File: src/rtl/ta_state_writer_pkg.sv
// Shared definitions for the TA-state write path: word/address widths,
// default memory geometry and the writer state encoding.
package ta_state_writer_pkg;

  localparam int TA_WORD_W     = 32;
  localparam int TA_ADDR_W     = 17;
  localparam int DEF_CLAUSES   = 2000;
  localparam int DEF_LA_CHUNKS = 49;

  typedef enum logic [1:0] {
    ST_IDLE,
    ST_LOAD,
    ST_FLUSH,
    ST_DONE
  } ta_state_e;

endpackage

File: src/rtl/ta_write_counter.sv
// Clause/chunk/flat-address counter for the TA-state write side. The wrap
// rules match the read-side counter, so a word written at (clause, chunk)
// is read back from the same flat address.
module ta_write_counter
  import ta_state_writer_pkg::*;
#(
  parameter int CLAUSES   = DEF_CLAUSES,
  parameter int LA_CHUNKS = DEF_LA_CHUNKS,
  parameter int ADDR_W    = TA_ADDR_W
) (
  input  logic              clk,
  input  logic              rst_flag,
  input  logic              i_clear,
  input  logic              i_enable,
  output logic [ADDR_W-1:0] o_clause,
  output logic [ADDR_W-1:0] o_chunk,
  output logic [ADDR_W-1:0] o_addr,
  output logic              o_last
);

  localparam logic [ADDR_W-1:0] LAST_CLAUSE = ADDR_W'(CLAUSES - 1);
  localparam logic [ADDR_W-1:0] LAST_CHUNK  = ADDR_W'(LA_CHUNKS - 1);
  localparam logic [ADDR_W-1:0] ONE         = ADDR_W'(1);

  logic [ADDR_W-1:0] r_clause;
  logic [ADDR_W-1:0] r_chunk;
  logic [ADDR_W-1:0] r_addr;

  // Advance chunk, wrapping into the next clause; the flat address is a
  // running count so no multiplier is needed.
  always_ff @(posedge clk) begin
    // NOTE: non-blocking assignments keep every register update in this
    // block reading the pre-edge values, independent of statement order.
    if (rst_flag || i_clear) begin
      r_clause <= '0;
      r_chunk  <= '0;
      r_addr   <= '0;
    end else if (i_enable) begin
      if (r_chunk == LAST_CHUNK) begin
        r_chunk <= '0;
        if (r_clause == LAST_CLAUSE) begin
          r_clause <= '0;
          r_addr   <= '0;
        end else begin
          r_clause <= r_clause + ONE;
          r_addr   <= r_addr + ONE;
        end
      end else begin
        r_chunk <= r_chunk + ONE;
        r_addr  <= r_addr + ONE;
      end
    end
  end

  assign o_clause = r_clause;
  assign o_chunk  = r_chunk;
  assign o_addr   = r_addr;
  assign o_last   = (r_clause == LAST_CLAUSE) && (r_chunk == LAST_CHUNK);

endmodule

File: src/rtl/ta_state_writer.sv
// TA-state writer: takes a valid/ready stream of TA-state words and writes
// them to the TA state RAM in clause-major order with a fixed one-cycle
// write latency.
module ta_state_writer
  import ta_state_writer_pkg::*;
#(
  parameter int CLAUSES    = DEF_CLAUSES,
  parameter int LA_CHUNKS  = DEF_LA_CHUNKS,
  parameter int DATA_WIDTH = TA_WORD_W,
  parameter int ADDR_WIDTH = TA_ADDR_W
) (
  input  logic                  clk,
  input  logic                  rst_flag,
  input  logic                  start,
  input  logic                  abort,
  input  logic                  in_valid,
  input  logic [DATA_WIDTH-1:0] in_data,
  output logic                  in_ready,
  output logic                  wr_en,
  output logic [ADDR_WIDTH-1:0] wr_addr,
  output logic [DATA_WIDTH-1:0] wr_data,
  output logic [ADDR_WIDTH-1:0] wr_clause,
  output logic [ADDR_WIDTH-1:0] wr_chunk,
  output logic                  busy,
  output logic                  done
);

  ta_state_e             r_state;
  logic                  r_in_ready;
  logic                  r_wr_en;
  logic [ADDR_WIDTH-1:0] r_wr_addr;
  logic [DATA_WIDTH-1:0] r_wr_data;
  logic [ADDR_WIDTH-1:0] r_wr_clause;
  logic [ADDR_WIDTH-1:0] r_wr_chunk;
  logic                  r_busy;
  logic                  r_done;

  logic                  w_accept;
  logic                  w_clear;
  logic                  w_last;
  logic [ADDR_WIDTH-1:0] w_clause;
  logic [ADDR_WIDTH-1:0] w_chunk;
  logic [ADDR_WIDTH-1:0] w_addr;

  // Beats are only taken in LOAD; a new load restarts the counters at 0.
  assign w_accept = (r_state == ST_LOAD) && in_valid;
  assign w_clear  = (r_state == ST_IDLE) && start;

  ta_write_counter #(
    .CLAUSES   (CLAUSES),
    .LA_CHUNKS (LA_CHUNKS),
    .ADDR_W    (ADDR_WIDTH)
  ) u_counter (
    .clk      (clk),
    .rst_flag (rst_flag),
    .i_clear  (w_clear),
    .i_enable (w_accept),
    .o_clause (w_clause),
    .o_chunk  (w_chunk),
    .o_addr   (w_addr),
    .o_last   (w_last)
  );

  // Load sequencing plus the registered write port; address/data hold
  // their last value between writes.
  always_ff @(posedge clk) begin
    if (rst_flag) begin
      r_state     <= ST_IDLE;
      r_in_ready  <= 1'b0;
      r_wr_en     <= 1'b0;
      r_wr_addr   <= '0;
      r_wr_data   <= '0;
      r_wr_clause <= '0;
      r_wr_chunk  <= '0;
      r_busy      <= 1'b0;
      r_done      <= 1'b0;
    end else begin
      r_wr_en <= w_accept;
      if (w_accept) begin
        r_wr_addr   <= w_addr;
        r_wr_data   <= in_data;
        r_wr_clause <= w_clause;
        r_wr_chunk  <= w_chunk;
      end

      case (r_state)
        ST_IDLE: begin
          if (start) begin
            r_state    <= ST_LOAD;
            r_in_ready <= 1'b1;
            r_busy     <= 1'b1;
          end
        end
        ST_LOAD: begin
          // Abort wins over the last beat: the beat is still written but
          // the load ends without a done pulse.
          if (abort) begin
            r_state    <= ST_IDLE;
            r_in_ready <= 1'b0;
            r_busy     <= 1'b0;
          end else if (w_accept && w_last) begin
            r_state    <= ST_FLUSH;
            r_in_ready <= 1'b0;
          end
        end
        ST_FLUSH: begin
          r_state <= ST_DONE;
          r_busy  <= 1'b0;
          r_done  <= 1'b1;
        end
        ST_DONE: begin
          r_state <= ST_IDLE;
          r_done  <= 1'b0;
        end
        default: begin
          r_state    <= ST_IDLE;
          r_in_ready <= 1'b0;
          r_busy     <= 1'b0;
          r_done     <= 1'b0;
        end
      endcase
    end
  end

  assign in_ready  = r_in_ready;
  assign wr_en     = r_wr_en;
  assign wr_addr   = r_wr_addr;
  assign wr_data   = r_wr_data;
  assign wr_clause = r_wr_clause;
  assign wr_chunk  = r_wr_chunk;
  assign busy      = r_busy;
  assign done      = r_done;

endmodule

File: config.mk
export PLATFORM = sky130hd
export DESIGN_NAME = ta_state_writer
export DESIGN_NICKNAME = d
export VERILOG_FILES = /design/src/rtl/ta_state_writer_pkg.sv /design/src/rtl/ta_write_counter.sv /design/src/rtl/ta_state_writer.sv
export SDC_FILE = /design/constraint.sdc
export NUM_CORES = 1
export LEC_CHECK = 0
export CORE_UTILIZATION = 40
export DETAILED_ROUTE_END_ITERATION = 16
export PLACE_DENSITY_LB_ADDON = 0.3
export RECOVER_POWER = 50
export SLEW_MARGIN = 20
export SYNTH_ARGS = -nofsm -noshare
export SYNTH_HDL_FRONTEND = slang
export SYNTH_SLANG_ARGS = --single-unit
export TNS_END_PERCENT = 20
File: constraint.sdc
create_clock -name clk -period 1.99 [get_ports clk]
set_clock_uncertainty 0.15 [all_clocks]
set_input_delay 0.2985 -clock clk [delete_from_list [all_inputs] [get_ports clk]]
set_output_delay 0.2985 -clock clk [all_outputs]
set_load 0.1 [all_outputs]
### After elaboration in Yosys (flattened, before gate mapping)

Cells that the tools add are included.

* output and inout bits: 87
* input port bits: 37
* register bits after elaboration: 140

* equal/unequal tests: 8
* muxes and demuxes: 15
* reductions and logical operators: 13
* add/subtract/negate cells: 3

Operator list (count)
* $mux 17: 4
* $add 17x1->17 const B: 3
* $eq 17x11->1 const B: 1
* $eq 17x6->1 const B: 1
* $pmux 2 s4: 1
* $mux 2: 3
* $reduce_and 3->1: 2
* $eq 2x2->1 const B: 2
* $logic_and 1x1->1: 4
* $mux 1: 4
* $ne 2x2->1 const B: 2
* $pmux 1 s2: 2
* $reduce_and 2->1: 2
* $reduce_bool 2->1: 2
* $ne 3x2->1 const B: 1
* $pmux 1 s3: 1
* $reduce_bool 3->1: 1
* $eq 2x1->1 const B: 1
* $logic_not 2->1: 1
* $logic_or 1x1->1: 1

### Logic depth before layout (Yosys ltp)

Gate-level depths: netlist of run 1.

* word-level depth: 6
* depth in mapped cells: 9

### Modules after synthesis

A second synthesis of run 1 with hierarchy kept.

* cells, all modules: 672
* area total of the unflattened synthesis: 5576.6 µm²

Modules (own cells, without submodules)
* ta_state_writer: times used 1, area each 3176.8 µm², cells an instance 395
* ta_write_counter: times used 1, area each 2399.8 µm², cells an instance 277

### Worst setup path before layout of run 1

No wires, ideal clock.

* path kind: register -> register
* start: register (tool-made name)
* end: register r_wr_chunk[15], in the netlist wr_chunk[15]
* data arrival time: 1.899 ns
* period minus slack after synthesis: 2.119 ns
* setup slack: -0.129 ns
* stages on the path, launching flop included: 10
* path buffers: 4
* setup time: 0.070 ns
* cells stage by stage: dfxtp_1 > inv_1 > ha_1 > clkbuf_1 > nand2_1 > clkbuf_1 > clkbuf_1 > buf_1 > nand2_1 > a21oi_1

RTL lines
* to (signal assigned): line ta_state_writer.sv:83 `r_wr_chunk <= w_chunk;`
* to (decl): line ta_state_writer.sv:34 `logic [ADDR_WIDTH-1:0] r_wr_chunk;`

### Final worst setup path of run 1

* start: register u_counter.r_chunk[10], in the netlist u_counter.o_chunk[10]
* end: register u_counter.r_addr[13], in the netlist u_counter.o_addr[13]

* cells in the longest elaborated chain, start to end: 2

RTL lines
* from (decl): line ta_write_counter.sv:26 `logic [ADDR_W-1:0] r_chunk;`
* from (signal assigned): line ta_write_counter.sv:49 `r_chunk <= r_chunk + ONE;`
* $eq 17x6->1: line ta_write_counter.sv:39 `if (r_chunk == LAST_CHUNK) begin`
* $mux 17: line ta_write_counter.sv:39
* to (signal assigned): line ta_write_counter.sv:46 `r_addr <= r_addr + ONE;`
* to (signal assigned): line ta_write_counter.sv:50 `r_addr <= r_addr + ONE;`
* to (decl): line ta_write_counter.sv:27 `logic [ADDR_W-1:0] r_addr;`

No other way between the ends.
A chain may end at the register's enable or synchronous reset.

==> results.md, run 1 <==
* Clk sink count at 140
* Setup-failing EPs final at 49
* Final WS setup at -83.63 ps
* Placed cell count at 993
* Fmax at 0.4822 GHz
* Failing checks: setup timing
* Max clock buf depth at 2
* Slew Limit Fails at 0
* Relative slew slack at 0.5924
* Layout Area Growth over Synthesis at 36.27%
* Cell area power density at 862.7 nW/um^2
* Most common cell after layout, fill and taps aside: nand2_1
* Yosys reg bits at 140
* Dpl cell area at 7224 sq um
* Layout cells sized above 1 at 0.2347
* Most frequent cells in the layout: nand2_1, dfxtp_1, a21oi_1
* Io pins at 124
* Number of library cell types mapped by synthesis at 38
* 1st-pass router iterations at 6
* GR Overflow Total at 0
* Post-synth EDFFs at 0
* TritonCTS clock tree: done
* Syn_nets at 721
* # rows at 42
* Clock slew at reported path FFs at 50 ps
* First-pass GRT wire length at 22790 um
* Met2 Resource Use GR at 0.3401
* Maximum VDD drop at 0.6061 mV
* Post-synthesis sequential area ratio at 0.5093
* Total GRT Usage at 0.2001
* Crit-path max FO at 7
* Worst setup SP type: flip-flop
* Minimum clock period at 2074 ps
* Tightest Pin Transition at 611.4 ps
* Starting Density at 0.4123
* Total Wirelength at 13730 um
* Crit. End Element: flip-flop
* Mapped Area at 5503 sq um
* CTS Root Cell: clkbuf_16
* Ys async rst share at 0
* H-tree levels at 4
* CTS buffer count at 17
* Multi-input gate area at 2584 sq um
* Final Wtd Congestion at 0.8169
* Yosys Warn Count at 0
* Vias at 5059
* Die Wd at 119.3 um
* Most Crowded Layer GR: met2
* Post-route DRC at 0
* Post-DP HPWL at 9679 um
* Layout Nets at 885
* IO Port Bufs at 123
* Status: complete, but fails checks
* Antenna violations before repair at 0
* Initial DRC Count at 221
* Via/cell ratio at 4.921
* Clk_lat worst skew at 410 ps
* Final worst-path cycle share at 1.042
* P_leak at 0.002951 uW
* Mapped Cells at 676
* Fin area at 7498 sq um
* Vias in the first global route at 4845
* Critical Path AT at 2230 ps
* Filler Cell Count at 1247
* RSZ-0062 raised after global routing: yes
* Detail Route Antenna Nets at 0
* Wire per inst at 13.36 um
* Ant. Diodes at 0
* Largest net degree at the start of global routing at 61
* Finished Layout Cells at 1028
* Synthesized area per cell at 8.140 sq um
* Die Height at 119.3 um
* Worst path required time at 2140 ps
* MaxCap Viol Count at 0
* Prevailing post-synth register cell: dfxtp_1
* Die area at 14230 sq um
* Worst Hold Class: input port to flip-flop
* Met3 Resource Use GR at 0.04933
* Core Box Area at 13350 sq um
* Critical path type: flip-flop to flip-flop
* Met1 Use GR at 0.2398
* Sequential Area at 2805 sq um
* Hold Vio Cnt, Final at 0
-- kinds of logic after synthesis --
logic type      after synthesis  share of synthesized area
fa+ha+maj                     8                    0.01819
flops                       140                     0.5093
mux                           3                   0.005457
compound gates              101                    0.09641
simple gates                336                     0.2665
xor+xnor                     43                    0.06844
buf+inv                      45                    0.03570
-- flip-flops by register name, summed over array words and instances, names as in the netlist, named ones only --
register / flops
wr_data: 32
u_counter.o_addr: 17
u_counter.o_chunk: 17
u_counter.o_clause: 17
wr_addr: 17
wr_chunk: 17
wr_clause: 17
busy: 1
done: 1
in_ready: 1
r_state: 1
wr_en: 1
-- power by group --
part	internal, uW	switching (uW)
Clock	1700	1110
Combinational	207	571
Sequential	2850	28.8
-- layout make-up --
| class | instances | area share |
|---|---|---|
| clock buffer | 24 | 0.06558 |
| clock inverter | 7 | 0.005340 |
| inverter | 6 | 0.003004 |
| multi-input combinational | 491 | 0.3446 |
| sequential | 140 | 0.3741 |
| tap | 176 | 0.02937 |
| timing repair buffer | 184 | 0.1780 |
-- final timing paths --
path / depth (start not counted) / slack (ps) / endpoint / start
max: 7 / -80 / u_counter.o_addr[13] / u_counter.o_chunk[10]
min: 3 / 280 / wr_data[25] / in_data[25]
max reg2reg: 7 / -80 / u_counter.o_addr[13] / u_counter.o_chunk[10]
min reg2reg: 2 / 300 / wr_clause[13] / wr_clause[13]
-- repair_timing --
item / CTS / global route
pin swaps: 6 / 3
setup buffers: 4 / 1
endpoints found under the hold margin: 2 / 0
setup endpoints to repair: 37 / 66
gates cloned: 1 / 0
resized for setup: 18 / 13
hold buffers: 1 / 0
-- routing by layer --
metal | up-vias | wire length (um)
li1 | 2564 | -
met1 | 2377 | 5987
met2 | 98 | 6996
met3 | 20 | 484
met4 | 0 | 261
met5 | - | 0
-- Yosys cell counts (8+ instances only) --
cell type / count / area [sq um]
nand2_1: 192 / 720.7
dfxtp_1: 140 / 2803
a21oi_1: 87 / 435.4
nor2_1: 61 / 229.0
xor2_1: 35 / 306.5
clkbuf_1: 29 / 108.9
nand3_1: 24 / 120.1
nand4_1: 17 / 106.4
and3_1: 9 / 56.30
ha_1: 8 / 100.1
xnor2_1: 8 / 70.07
-- critical path: stages (launching register included) --
cell and delay (ps):
dfxtp_2 310, or4_4 520, nor4_2 270, buf_4 180, nand2_4 60, o21ai_4 210, buf_6 190, nor2_1 50
-- per-stage QoR --
stage | hold slack, ps | worst slack, ps | util | TNS (ps) | total power, uW
3_5_place_dp | 296.8 | -212.2 | 0.5412 | -13440 | 3758
5_1_grt | 278.2 | -139.8 | 0.5618 | -5403 | 6694
4_1_cts | 264.3 | -84.85 | 0.5891 | -2204 | 6594
2_1_floorplan | 284.5 | -70.76 | - | -1635 | 3473
6_report | 280.5 | -83.63 | 0.5618 | -2285 | 6469
3_3_place_gp | 293.4 | -195.9 | 0.5412 | -11450 | 3741
Power figures use the tool's default switching activity.
==> run 2: changes to the inputs <==
--- a/config.mk
+++ b/config.mk
@@ -7,6 +7,7 @@
 export LEC_CHECK = 0
 export CORE_UTILIZATION = 40
 export DETAILED_ROUTE_END_ITERATION = 16
+export DONT_BUFFER_PORTS = 1
 export PLACE_DENSITY_LB_ADDON = 0.3
 export RECOVER_POWER = 50
 export SLEW_MARGIN = 20
==> results.md, run 2 (synthesized netlist as in run 1, its figures left out) <==
* First-pass GRT wire length at 21650 um (was 22790 um)
* Die area at 14230 sq um (unchanged)
* R2R Setup Slk at -90 ps (was -80 ps)
* IO Port Bufs at 0 (was 123)
* Filler Cell Count at 1281 (was 1247)
* Most common cell after layout, fill and taps aside: nand2_1 (unchanged)
* CP max stage delay at 540 ps (was 520 ps)
* Post-DP HPWL at 9124 um (was 9679 um)
* Worst path required time at 2150 ps (was 2140 ps)
* RSZ-0062 raised after global routing: yes (unchanged)
* Relative slew slack at 0.6122 (was 0.5924)
* Minimum clock period at 2077 ps (was 2074 ps)
* Ant. Diodes at 0 (unchanged)
* Max clock buf depth at 2 (unchanged)
* H-tree levels at 4 (unchanged)
* CTS buffer count at 17 (unchanged)
* Total Power at 6717 uW (was 6469 uW)
* # rows at 42 (unchanged)
* MaxCap Viol Count at 0 (unchanged)
* Core Box Area at 13350 sq um (unchanged)
* Failing checks: hold timing, setup timing (was setup timing)
* Via/cell ratio at 4.938 (was 4.921)
* Largest net degree at the start of global routing at 92 (was 61)
* Antenna violations before repair at 0 (unchanged)
* TritonCTS clock tree: done (unchanged)
* Worst Hold Class: input port to flip-flop (unchanged)
* Total GRT Usage at 0.1929 (was 0.2001)
* R2R cell count at 7 (unchanged)
* Critical Path AT at 2240 ps (was 2230 ps)
* Post-route DRC at 0 (unchanged)
* Fmax at 0.4815 GHz (was 0.4822 GHz)
* Total Wirelength at 13040 um (was 13730 um)
* Cell count along the critical path at 7 (unchanged)
* Vias at 4849 (was 5059)
* Wire per inst at 13.28 um (was 13.36 um)
* Clock slew at reported path FFs at 60 ps (was 50 ps)
* Layout Area Growth over Synthesis at 29.97% (was 36.27%)
* Critical path type: flip-flop to flip-flop (unchanged)
* Post-layout util at 0.5358 (was 0.5618)
* CTS Root Cell: clkbuf_16 (unchanged)
* CP cell instances: or4_4, nor4_4, buf_6, nand2_4, o21ai_4, buf_12, nor2_1 (was or4_4, nor4_2, buf_4, nand2_4, o21ai_4, buf_6, nor2_1)
* Final worst-path cycle share at 1.044 (was 1.042)
* Detail Route Antenna Nets at 0 (unchanged)
* Die Wd at 119.3 um (unchanged)
* Worst setup SP type: flip-flop (unchanged)
* GR Overflow Total at 0 (unchanged)
* Tightest Pin Transition at 581.7 ps (was 611.4 ps)
* Layout cells sized above 1 at 0.2333 (was 0.2347)
* Clk sink count at 140 (unchanged)
* Status: complete, but fails checks (unchanged)
* Crit path max-delay family: simple AND/OR/NAND/NOR gates (unchanged)
* P_leak at 0.002796 uW (was 0.002951 uW)
* Cell area power density at 939.3 nW/um^2 (was 862.7 nW/um^2)
* Initial DRC Count at 251 (was 221)
* Setup-failing EPs final at 33 (was 49)
* Slew Limit Fails at 0 (unchanged)
* Starting Density at 0.4123 (unchanged)
* Layout Nets at 838 (was 885)
* Max stage delay cell, worst path: or4_4 (unchanged)
* Vias in the first global route at 4588 (was 4845)
* Die Height at 119.3 um (unchanged)
* Setup WS pre-CTS at -90.92 ps (was -212.2 ps)
* FF-to-FF End: u_counter.o_addr[9] (was u_counter.o_addr[13])
* Final WS setup at -86.84 ps (was -83.63 ps)
* 1st-pass router iterations at 6 (unchanged)
* Clk_lat worst skew at 420 ps (was 410 ps)
* Final Wtd Congestion at 0.8272 (was 0.8169)
* Crit path buffers/inverters at 2 (unchanged)
* Worst Hold Slack at -207.2 ps (was 280.5 ps)
* Worst Setup EP: u_counter.o_addr[9] (was u_counter.o_addr[13])
* Crit. End Element: flip-flop (unchanged)
* Maximum VDD drop at 0.6546 mV (was 0.6061 mV)
* Io pins at 124 (unchanged)
* Crit-path max FO at 15 (was 7)
* CP Launch Point: u_counter.o_chunk[10] (unchanged)
* Most frequent cells in the layout: nand2_1, dfxtp_1, clkbuf_2 (was nand2_1, dfxtp_1, a21oi_1)
* Hold Vio Cnt, Final at 86 (was 0)
* Worst r2r src: u_counter.o_chunk[10] (unchanged)
* Max reg flops at 32 (unchanged)
* Hold Buf Count CTS at 2 (was 1)
[run 2: cell count changes in the layout (fill, tap and decap cells not counted), sizes merged]
cell / before / now
inv: 6 / 7
clkinv: 5 / 4
buf: 62 / 45
dlygate4sd3: 1 / 2
bufinv: 0 / 3
clkdlybuf4s50: 35 / 0
clkinvlp: 2 / 3
clkbuf: 110 / 111
[run 2: how the worst min path moves through the flow]
stage                    start     endpoint  slack (ps)  depth (start not counted)
CTS                   rst_flag  wr_data[17]        -220                          1
global placement      rst_flag  wr_data[17]         220                          1
detailed placement    rst_flag  wr_data[17]         230                          1
floorplan           in_data[0]   wr_data[0]         280                          2
finish                rst_flag  wr_data[17]        -210                          1
global route          rst_flag  wr_data[13]        -230                          1
[run 2: metal layers]
| metal | vias up | wire, um | GRT usage |
|---|---|---|---|
| met2 | 91 | 6471 | 0.3216 |
| met5 | - | 0 | 0 |
| met3 | 18 | 599 | 0.05125 |
| li1 | 2486 | - | - |
| met4 | 0 | 250 | 0.09766 |
| met1 | 2254 | 5716 | 0.2279 |
[run 2: power breakdown]
part / switching (uW) / internal (uW)
clock: 1160 / 2030
combinational: 528 / 135
sequential: 19.3 / 2850
[run 2: timing repair]
item / 4_1_cts / 5_1_grt
endpoints found under the setup margin: 47 / 56
gates cloned: 0 / 1
gates resized for setup: 8 / 15
buffers inserted: 0 / 1
endpoints found under the hold margin: 88 / 86
pin swaps: 6 / 4
[run 2: final cells by class]
| type | count | area, sq um | share of cell area |
|---|---|---|---|
| well taps | 176 | 220.2 | 0.03079 |
| multi-input cells | 491 | 2609 | 0.3648 |
| repair buffers | 137 | 894.6 | 0.1251 |
| inverters | 6 | 22.52 | 0.003149 |
| flip-flops and latches | 140 | 2804 | 0.3921 |
| clock buffers | 21 | 460.4 | 0.06438 |
| clock inverters | 11 | 141.4 | 0.01977 |
[run 2: through the flow]
stage	instance area, sq um	std cells	setup TNS, ps
2_1_floorplan	5528	676	-1635
3_3_place_gp	6629	946	-3010
3_5_place_dp	6629	946	-2589
4_1_cts	7282	980	-1905
5_1_grt	7152	982	-5853
6_report	7152	982	-2274
==> run 3: changes to the inputs <==
--- a/config.mk
+++ b/config.mk
@@ -6,6 +6,7 @@
 export NUM_CORES = 1
 export LEC_CHECK = 0
 export CORE_UTILIZATION = 40
+export CTS_BUF_LIST = sky130_fd_sc_hd__clkbuf_2 sky130_fd_sc_hd__clkbuf_4 sky130_fd_sc_hd__clkbuf_8
 export DETAILED_ROUTE_END_ITERATION = 16
 export DONT_BUFFER_PORTS = 1
 export PLACE_DENSITY_LB_ADDON = 0.3
==> constraint.sdc (replaced) <==
create_clock -name clk -period 1.7 [get_ports clk]
set_clock_uncertainty 0.15 [all_clocks]
set_input_delay 0.255 -clock clk [delete_from_list [all_inputs] [get_ports clk]]
set_output_delay 0.255 -clock clk [all_outputs]
set_load 0.1 [all_outputs]
==> results.md, run 3 (synthesized netlist as in run 1, its figures left out) <==
* Status: complete, but fails checks (unchanged)
* Failing checks: hold timing, setup timing (unchanged)
* Starting Density at 0.4123 (unchanged)
* Finished Layout Cells at 1009 (was 982)
* RSZ-0062 raised after global routing: yes (unchanged)
* Fmax at 0.4777 GHz (was 0.4815 GHz)
* Worst Setup EP: u_counter.o_addr[10] (was u_counter.o_addr[9])
* Cell area power density at 891.1 nW/um^2 (was 939.3 nW/um^2)
* Maximum VDD drop at 0.4314 mV (was 0.6546 mV)
* H-tree levels at 4 (unchanged)
* Largest net degree at the start of global routing at 92 (unchanged)
* Worst Hold Class: input port to flip-flop (unchanged)
* Worst Hold Slack at -283.0 ps (was -207.2 ps)
* GR Overflow Total at 0 (unchanged)
* CTS buffer count at 17 (unchanged)
* Vias in the first global route at 4779 (was 4588)
* Vias at 4977 (was 4849)
* MaxCap Viol Count at 0 (unchanged)
* Most frequent cells in the layout: nand2_1, dfxtp_1, a21oi_1 (was nand2_1, dfxtp_1, clkbuf_2)
* Initial DRC Count at 275 (was 251)
* Critical Path AT at 2280 ps (was 2240 ps)
* P_leak at 0.002854 uW (was 0.002796 uW)
* Placed cell count at 971 (was 946)
* Post-route DRC at 0 (unchanged)
* Detail Route Antenna Nets at 0 (unchanged)
* R2R cell count at 8 (was 7)
* Slew Limit Fails at 0 (unchanged)
* Minimum clock period at 2093 ps (was 2077 ps)
* Layout cells sized above 1 at 0.2749 (was 0.2333)
* Worst r2r src: u_counter.o_chunk[12] (was u_counter.o_chunk[10])
* Die Wd at 119.3 um (unchanged)
* CTS Root Cell: clkbuf_8 (was clkbuf_16)
* Worst path required time at 1890 ps (was 2150 ps)
* Ant. Diodes at 0 (unchanged)
* Total GRT Usage at 0.1952 (was 0.1929)
* First-pass GRT wire length at 22060 um (was 21650 um)
* Most common cell after layout, fill and taps aside: nand2_1 (unchanged)
* Via/cell ratio at 4.933 (was 4.938)
* Antenna violations before repair at 0 (unchanged)
* Hold Vio Cnt, Final at 89 (was 86)
* Io pins at 124 (unchanged)
* # rows at 42 (unchanged)
* Wire per inst at 13.02 um (was 13.28 um)
* Tightest Pin Transition at 505.1 ps (was 581.7 ps)
* Die area at 14230 sq um (unchanged)
* Post-layout util at 0.5503 (was 0.5358)
* Critical path type: flip-flop to flip-flop (unchanged)
* Worst setup SP type: flip-flop (unchanged)
* Final WS setup at -393.2 ps (was -86.84 ps)
* TritonCTS clock tree: done (unchanged)
* Layout Area Growth over Synthesis at 33.49% (was 29.97%)
* Relative slew slack at 0.6633 (was 0.6122)
* Max clock buf depth at 2 (unchanged)
* Max reg flops at 32 (unchanged)
* R2R Setup Slk at -390 ps (was -90 ps)
* Post-DP HPWL at 9384 um (was 9124 um)
* Clock slew at reported path FFs at 80 ps (was 60 ps)
* Final worst-path cycle share at 1.231 (was 1.044)
* CP max stage delay at 550 ps (was 540 ps)
* Clk_lat worst skew at 450 ps (was 420 ps)
* Setup-failing EPs final at 54 (was 33)
* CP Launch Point: u_counter.o_chunk[12] (was u_counter.o_chunk[10])
* Total Wirelength at 13140 um (was 13040 um)
* Clk sink count at 140 (unchanged)
* 1st-pass router iterations at 5 (was 6)
* CP cell instances: or4_4, nor4_4, buf_4, nand2_4, o21ai_4, buf_12, buf_12, nor2_1 (was or4_4, nor4_4, buf_6, nand2_4, o21ai_4, buf_12, nor2_1)
* FF-to-FF End: u_counter.o_addr[10] (was u_counter.o_addr[9])
* Most used cell, CP: buf_12
* Hold Startpoint: rst_flag (unchanged)
* Die Height at 119.3 um (unchanged)
* Crit-path max FO at 8 (was 15)
* Layout Nets at 865 (was 838)
* Max stage delay cell, worst path: or4_4 (unchanged)
* Final Wtd Congestion at 0.8572 (was 0.8272)
* Core Box Area at 13350 sq um (unchanged)
* Crit. End Element: flip-flop (unchanged)
* IO Port Bufs at 0 (unchanged)
## run 3: cell types whose count changed in the layout (fill, tap and decap cells not counted), moves of 8 or more
cell and change:
clkbuf_16 -18, clkbuf_4 +71, nor2_2 +9, buf_2 +8, clkbuf_2 -88, clkbuf_8 +16, nor2_1 -10, buf_4 +32
## run 3: layout make-up
type,count,area [sq um]
fillers,1281,6002
flip-flops and latches,140,2808
multi-input cells,491,2624
repair buffers,164,1321
clock buffers,19,255.2
well taps,176,220.2
clock inverters,13,95.09
inverters,6,22.52
## run 3: how the worst min path moves through the flow
stage / cells past startpoint / endpoint / slack (ps)
after floorplan: 2 / wr_data[0] / 240
after global placement: 1 / wr_data[15] / 180
after detailed placement: 1 / wr_data[15] / 180
after CTS: 1 / wr_clause[15] / -310
after global routing: 1 / wr_data[13] / -310
final: 1 / wr_data[15] / -280
## run 3: through the flow
step	setup WS [ps]	cell area (sq um)	setup TNS [ps]	hold WS, ps	total power [uW]
2_1_floorplan	-360.8	5569	-15250	241.0	4082
3_3_place_gp	-380.3	6818	-17710	179.5	4230
3_5_place_dp	-367.7	6818	-17400	182.2	4246
4_1_cts	-352.7	7272	-17070	-307.0	6606
5_1_grt	-468.5	7346	-22280	-310.1	6831
6_report	-393.2	7346	-17480	-283.0	6546
## run 3: routing by layer
| metal | wire (um) | vias up | GRT usage | part of all wire |
|---|---|---|---|---|
| li1 | - | 2533 | - | - |
| met1 | 5693 | 2317 | 0.2275 | 0.43 |
| met2 | 6514 | 99 | 0.3336 | 0.50 |
| met3 | 586 | 28 | 0.05316 | 0.045 |
| met4 | 347 | 0 | 0.08672 | 0.026 |
| met5 | 0 | - | 0 | 0 |
## run 3: what timing repair did
action	in CTS	in global routing
setup buffers	4	2
gates resized for setup	17	26
cloned	1	0
setup endpoints to repair	100	134
endpoints found under the hold margin	91	89
pin swaps	6	4
## run 3: critical path: cells and delay by family, from the launching register on
family / cells / cell delay (ps)
AOI/OAI and AO/OA: 1 / 170
and+or+nand+nor: 4 / 900
buffers and inverters: 3 / 440
DFF: 1 / 320
## run 3: where the power goes
part	switching, uW	leakage [uW]	internal, uW
registers	20.9	0.00113	3330
clock network	1290	0.000164	1060
logic	634	0.00156	211
